File: config.mk
export PLATFORM = sky130hd
export DESIGN_NAME = mdu_result_buffer
export DESIGN_NICKNAME = d
export VERILOG_FILES = /design/src/rtl/mdu_result_buffer.sv
export SDC_FILE = /design/constraint.sdc
export NUM_CORES = 1
export LEC_CHECK = 0
export CAP_MARGIN = 20
export CORE_MARGIN = 8
export CORE_UTILIZATION = 43
export DETAILED_ROUTE_END_ITERATION = 12
export DONT_BUFFER_PORTS = 1
export GPL_ROUTABILITY_DRIVEN = 0
export PLACE_DENSITY = 0.61
export SLEW_MARGIN = 20
export SYNTH_ARGS = -nofsm -noshare
export SYNTH_HDL_FRONTEND = slang
export SYNTH_SLANG_ARGS = --single-unit
File: constraint.sdc
create_clock -name clk -period 3.86 [get_ports clk]
set_input_delay 0.579 -clock clk [delete_from_list [all_inputs] [get_ports clk]]
set_output_delay 0.579 -clock clk [all_outputs]
set_load 0.01 [all_outputs]
File: src/rtl/mdu_result_buffer.sv
// Result buffer between an issue stage and a multi-cycle MDU: launches the MDU,
// holds the selected result until consumed, and caches the last divide/remainder pair.
package mdu_result_buffer_pkg;
    typedef enum logic [3:0] {
        OP_MUL    = 4'd0,
        OP_MULH   = 4'd1,
        OP_MULHSU = 4'd2,
        OP_MULHU  = 4'd3,
        OP_DIV    = 4'd4,
        OP_DIVU   = 4'd5,
        OP_REM    = 4'd6,
        OP_REMU   = 4'd7,
        OP_CLMUL  = 4'd8,
        OP_CLMULH = 4'd9,
        OP_CLMULR = 4'd10
    } op_t;
endpackage

module mdu_result_buffer
    import mdu_result_buffer_pkg::*;
(
    input  logic        clk,
    input  logic        rst,
    input  logic        flush,
    input  logic        issue_valid,
    output logic        issue_ready,
    input  logic [3:0]  issue_op,
    input  logic [31:0] issue_rs1,
    input  logic [31:0] issue_rs2,
    output logic        mdu_req,
    input  logic        mdu_busy,
    input  logic [63:0] mul_ss,
    input  logic [63:0] mul_su,
    input  logic [63:0] mul_uu,
    input  logic [63:0] clmul,
    input  logic [31:0] div_s,
    input  logic [31:0] div_u,
    input  logic [31:0] rem_s,
    input  logic [31:0] rem_u,
    output logic        result_valid,
    output logic [31:0] result,
    input  logic        result_ready,
    output logic        cache_hit
);

    typedef enum logic [1:0] {
        ST_IDLE = 2'd0,
        ST_WAIT = 2'd1,
        ST_HOLD = 2'd2
    } state_t;

    state_t      state_r;
    state_t      state_next_s;
    logic [3:0]  op_r;
    logic [31:0] rs1_r;
    logic [31:0] rs2_r;
    logic [31:0] result_r;
    logic        cache_hit_r;
    logic        cache_valid_r;
    logic [31:0] c_rs1_r;
    logic [31:0] c_rs2_r;
    logic        c_signed_r;
    logic [31:0] c_quot_r;
    logic [31:0] c_rem_r;
    logic        accept_s;
    logic        hit_s;
    logic        capture_s;

    function automatic logic is_div_op(input logic [3:0] op);
        return (op == OP_DIV) || (op == OP_DIVU) || (op == OP_REM) || (op == OP_REMU);
    endfunction

    function automatic logic is_signed_div(input logic [3:0] op);
        return (op == OP_DIV) || (op == OP_REM);
    endfunction

    function automatic logic is_rem_op(input logic [3:0] op);
        return (op == OP_REM) || (op == OP_REMU);
    endfunction

    function automatic logic [31:0] select_result(
        input logic [3:0]  op,
        input logic [63:0] m_ss,
        input logic [63:0] m_su,
        input logic [63:0] m_uu,
        input logic [63:0] cl,
        input logic [31:0] d_s,
        input logic [31:0] d_u,
        input logic [31:0] r_s,
        input logic [31:0] r_u
    );
        logic [31:0] sel;
        case (op)
            OP_MUL:    sel = m_ss[31:0];
            OP_MULH:   sel = m_ss[63:32];
            OP_MULHSU: sel = m_su[63:32];
            OP_MULHU:  sel = m_uu[63:32];
            OP_DIV:    sel = d_s;
            OP_DIVU:   sel = d_u;
            OP_REM:    sel = r_s;
            OP_REMU:   sel = r_u;
            OP_CLMUL:  sel = cl[31:0];
            OP_CLMULH: sel = cl[63:32];
            OP_CLMULR: sel = cl[62:31];
            default:   sel = 32'd0;
        endcase
        return sel;
    endfunction

    // Reset also blocks accept so no MDU launch can escape during the reset cycle.
    assign issue_ready  = (state_r == ST_IDLE);
    assign accept_s     = issue_valid & issue_ready & ~flush & ~rst;
    assign hit_s        = accept_s & cache_valid_r & is_div_op(issue_op) &
                          (issue_rs1 == c_rs1_r) & (issue_rs2 == c_rs2_r) &
                          (is_signed_div(issue_op) == c_signed_r);
    assign mdu_req      = accept_s & ~hit_s;
    assign capture_s    = (state_r == ST_WAIT) & ~flush & ~mdu_busy;
    assign result_valid = (state_r == ST_HOLD);
    assign result       = result_r;
    assign cache_hit    = cache_hit_r;

    // State register.
    always_ff @(posedge clk) begin
        if (rst) begin
            state_r <= ST_IDLE;
        end else begin
            state_r <= state_next_s;
        end
    end

    // Next-state logic; flush outranks completion and consumption.
    always_comb begin
        state_next_s = state_r;
        case (state_r)
            ST_IDLE: begin
                if (accept_s) begin
                    state_next_s = hit_s ? ST_HOLD : ST_WAIT;
                end else begin
                    state_next_s = ST_IDLE;
                end
            end
            ST_WAIT: begin
                if (flush) begin
                    state_next_s = ST_IDLE;
                end else if (!mdu_busy) begin
                    state_next_s = ST_HOLD;
                end else begin
                    state_next_s = ST_WAIT;
                end
            end
            ST_HOLD: begin
                if (flush || result_ready) begin
                    state_next_s = ST_IDLE;
                end else begin
                    state_next_s = ST_HOLD;
                end
            end
            default: state_next_s = ST_IDLE;
        endcase
    end

    // Operand latch, result capture and divide-cache update.
    always_ff @(posedge clk) begin
        if (rst) begin
            op_r          <= 4'd0;
            rs1_r         <= 32'd0;
            rs2_r         <= 32'd0;
            result_r      <= 32'd0;
            cache_hit_r   <= 1'b0;
            cache_valid_r <= 1'b0;
            c_rs1_r       <= 32'd0;
            c_rs2_r       <= 32'd0;
            c_signed_r    <= 1'b0;
            c_quot_r      <= 32'd0;
            c_rem_r       <= 32'd0;
        end else begin
            if (accept_s) begin
                op_r  <= issue_op;
                rs1_r <= issue_rs1;
                rs2_r <= issue_rs2;
            end
            if (hit_s) begin
                result_r    <= is_rem_op(issue_op) ? c_rem_r : c_quot_r;
                cache_hit_r <= 1'b1;
            end else if (capture_s) begin
                result_r    <= select_result(op_r, mul_ss, mul_su, mul_uu, clmul,
                                             div_s, div_u, rem_s, rem_u);
                cache_hit_r <= 1'b0;
                if (is_div_op(op_r)) begin
                    cache_valid_r <= 1'b1;
                    c_rs1_r       <= rs1_r;
                    c_rs2_r       <= rs2_r;
                    c_signed_r    <= is_signed_div(op_r);
                    c_quot_r      <= is_signed_div(op_r) ? div_s : div_u;
                    c_rem_r       <= is_signed_div(op_r) ? rem_s : rem_u;
                end
            end
        end
    end

endmodule

==> out/summary.md <==
## Run status
* **status** completed

## Die
* **number of core rows** 64
* **height of the die** 191.8 um
* **Die Width** 191.8 um
* **Die Outline Area** 36800 um^2
* **effective utilization at floorplan** 0.4357
* **number of top-level pins** 494
* **core region area** 30510 um^2

## Finish
* **# fillers** 3063
* **most common cell after layout, fill and taps aside** nand2_1
* **area occupied by registers** 4672 um^2
* **top library cells by usage in the layout, fill and taps aside** 422 x nand2_1, 229 x dfxtp_1, 98 x nor2_1
* **share of layout cells above drive strength 1** 0.1028
* **final instance area** 14630 um^2
* **non-filler instance count after layout** 2035
* **area occupied by multi-input gates** 8069 um^2
* **Synth-to-Final Area Change** 10.06%
* **final layout net count** 2072

## Logic synthesis
* **Cell Area, Synth** 13290 um^2
* **xor and xnor area share after synthesis** 0.04282
* **share of synthesized area occupied by flip-flops and latches** 0.3509
* **Avg Cell Area, Syn** 7.866 um^2
* **YS warnings** 0
* **number of flops mapped to enable cells by yosys** 0
* **area share of fa/ha/maj cells after synthesis** 0
* **post-synth cell types** 70
* **combinational family with the most area after synthesis** simple AND/OR/NAND/NOR gates
* **fraction of the mapped netlist area in compound gates** 0.2207
* **ranking of synthesized cells by area** dfxtp_1 35%, nand2_1 12%, mux2i_1 4.4%
* **area share of the largest cell type after synthesis** 0.3509
* **multiplexer share of the synthesized area** 0.08122
* **cell type with the largest total area after synthesis** dfxtp_1
* **asr flop ratio synth** 0
* **synthesized flop and latch total** 233
* **most common flop cell mapped by yosys** dfxtp_1
* **area share of and/or/nand/nor cells after synthesis** 0.2560
* **post-synthesis net count** 2148
* **cell count after synthesis** 1690

## Drt
* **wirelength, routed** 62.63 mm
* **remaining number of nets flagged by the antenna check after routing** 0
* **routed wirelength normalized by instance count** 30.77 um
* **total via count after detailed routing** 13460
* **First-pass DRT Iterations** 7
* **Avg Vias per Cell** 6.616
* **violation count after the first detailed-route iteration** 1529
* **post-route DRC violation count** 0

## STA
* **worst slew slack as a fraction of its limit** 0.1938
* **clock period minus final worst setup slack** 3215 ps
* **final number of hold-violating endpoints** 0
* **fmax** 0.3111 GHz
* **post-route setup slack** 645.3 ps
* **number of slew-limit violations in the final report** 0
* **Post-Route Setup TNS** 0 ps
* **Worst-Margin Slew** 1206 ps
* **clock skew after layout** 14.55 ps
* **setup violation total in the final timing report** 0
* **share of the clock period used by the worst path after layout** 0.8328
* **RSZ-0062 raised after global routing** false

## Clock network
* **CTS tree** built
* **clock-pin slew on the worst setup and hold paths** 60 ps
* **Root Driver** clkbuf_16
* **number of resized instances in the post-cts repair step** 0
* **CTS H-tree lvls** 1
* **clock insertion delay at the later pin of the skew report** 550 ps
* **Setup Buffers After CTS** 0
* **CTS Sinks** 233
* **clock buffers created by TritonCTS** 27
* **Post-CTS Hold Fix Bufs** 0
* **clock buffer depth** 3

## Placed design
* **cell total after placement** 1981
* **Post-Place Setup Slack** 501.9 ps
* **I/O Buffers** 0
* **HPWL after detailed placement** 46.82 mm
* **DP Area** 13700 um^2

## Critical path
* **maximum single-stage delay on the critical path** 760 ps
* **peak fanout along the critical path** 7
* **startpoint class of the critical path** register
* **path type of the worst setup path** register to output pin
* **WP data arrival** 2640 ps
* **sort of element at the end of the critical path** output pin
* **Critical Path RT** 3280 ps
* **list of cells traversed by the critical path** or4b_2 -> nor4_4 -> nand4_2 -> nor3_4 -> and2_1 -> nor2_1
* **slowest cell on the critical path** or4b_2

## Power and ir drop
* **worst ir drop on vdd** 314.1 uV
* **power per unit of standard cell area** 394.1 nW/um^2
* **static leakage** 5.207 nW
* **Total Power Consumption** 5.766 mW

## Global routing
* **pin count of the biggest net entering global routing** 255
* **number of antenna violations at the first check in global routing** 3
* **number of global-route vias before repair** 12650
* **total congestion overflow** 0
* **first-pass GRT wire length** 88.61 mm
* **Overall Global Routing Usage** 0.3229

## Flow run
* **max capacitance violation total** 0

## Min path
* **Tightest Hold Check Type** input port to register

[synthesized netlist by cell type, types with 4 or more instances]
cell type and count:
nor2_1 99, nand4b_1 4, nor2b_1 14, or3b_2 4
mux2_2 34, xnor2_1 19, a222oi_1 7, o21ai_0 30
o32ai_1 4, a221oi_1 14, a31oi_1 8, a311oi_1 66
a32oi_1 15, and3_1 5, o22ai_1 16, clkbuf_1 110
mux2_4 4, nand3_1 10, a22oi_1 65, a21oi_1 93
a221o_1 14, nand3b_1 72, xor2_1 46, buf_1 25
o31ai_1 20, nand4_1 13, nor3b_1 9, nor4_1 24
a21o_1 7, o221ai_1 10, a22o_1 12, dfxtp_1 233
a211oi_1 14, buf_2 19, mux2i_1 58, nand2_1 423
nor3_1 19
[per-layer routing]
metal	share of wire	GRT usage	vias to the layer above
met5	0.00037	0	-
li1	-	-	5988
met4	0.040	0.1083	2
met3	0.13	0.1191	155
met1	0.39	0.4060	6434
met2	0.44	0.5038	884
[critical path: cells and delay by family, from the launching register on]
kind          cells  cell delay [ps]
flops             1              350
simple gates      6             1730
[layout make-up]
| class | instances | share of cell area |
|---|---|---|
| well taps | 396 | 0.03386 |
| clock inverters | 9 | 0.006414 |
| repair buffers | 52 | 0.03096 |
| multi-input cells | 1297 | 0.5515 |
| inverters | 3 | 0.0007696 |
| flip-flops and latches | 233 | 0.3193 |
| clock buffers | 40 | 0.05635 |
| diodes | 5 | 0.0008551 |
[power by group]
group | switching [mW] | internal (mW)
registers | 0.0600 | 2.45
logic | 0.382 | 0.243
clock network | 1.08 | 1.55
total | 1.53 | 4.24
[final timing paths]
path / start / to / slack (ps) / cells after the start
setup / recovery: state_r[1] / mdu_req / 650 / 6
hold / removal: issue_rs2[8] / rs2_r[8] / 120 / 2
setup reg to reg: op_r[3] / result[28] / 690 / 6
hold reg to reg: rs2_r[13] / c_rs2_r[13] / 450 / 2
[kinds of logic (layout without fill, tap and decap cells)]
family	Yosys count	count (layout)
buffers and inverters	160	104
DFF	233	233
and+or+nand+nor	726	726
xor gates and xnor gates	65	65
other	0	5
AOI/OAI and AO/OA	407	407
muxes	99	99
[stage by stage]
stage	utilization	hold slack (ps)
detailed placement	0.4491	439.1
global route	0.4793	103.0
floorplan	-	431.9
finish	0.4796	121.8
CTS	0.4792	94.85
global placement	0.4491	431.6
[registers in the layout, summed over array words and instances (netlist names)]
signal and flops:
rs1_r 32, cache_valid_r 1, result 32, c_rem_r 32, c_quot_r 32, state_r 2
cache_hit 1, rs2_r 32, c_signed_r 1, c_rs1_r 32, c_rs2_r 32, op_r 4
Note: power is estimated with default switching activity, not from simulation.
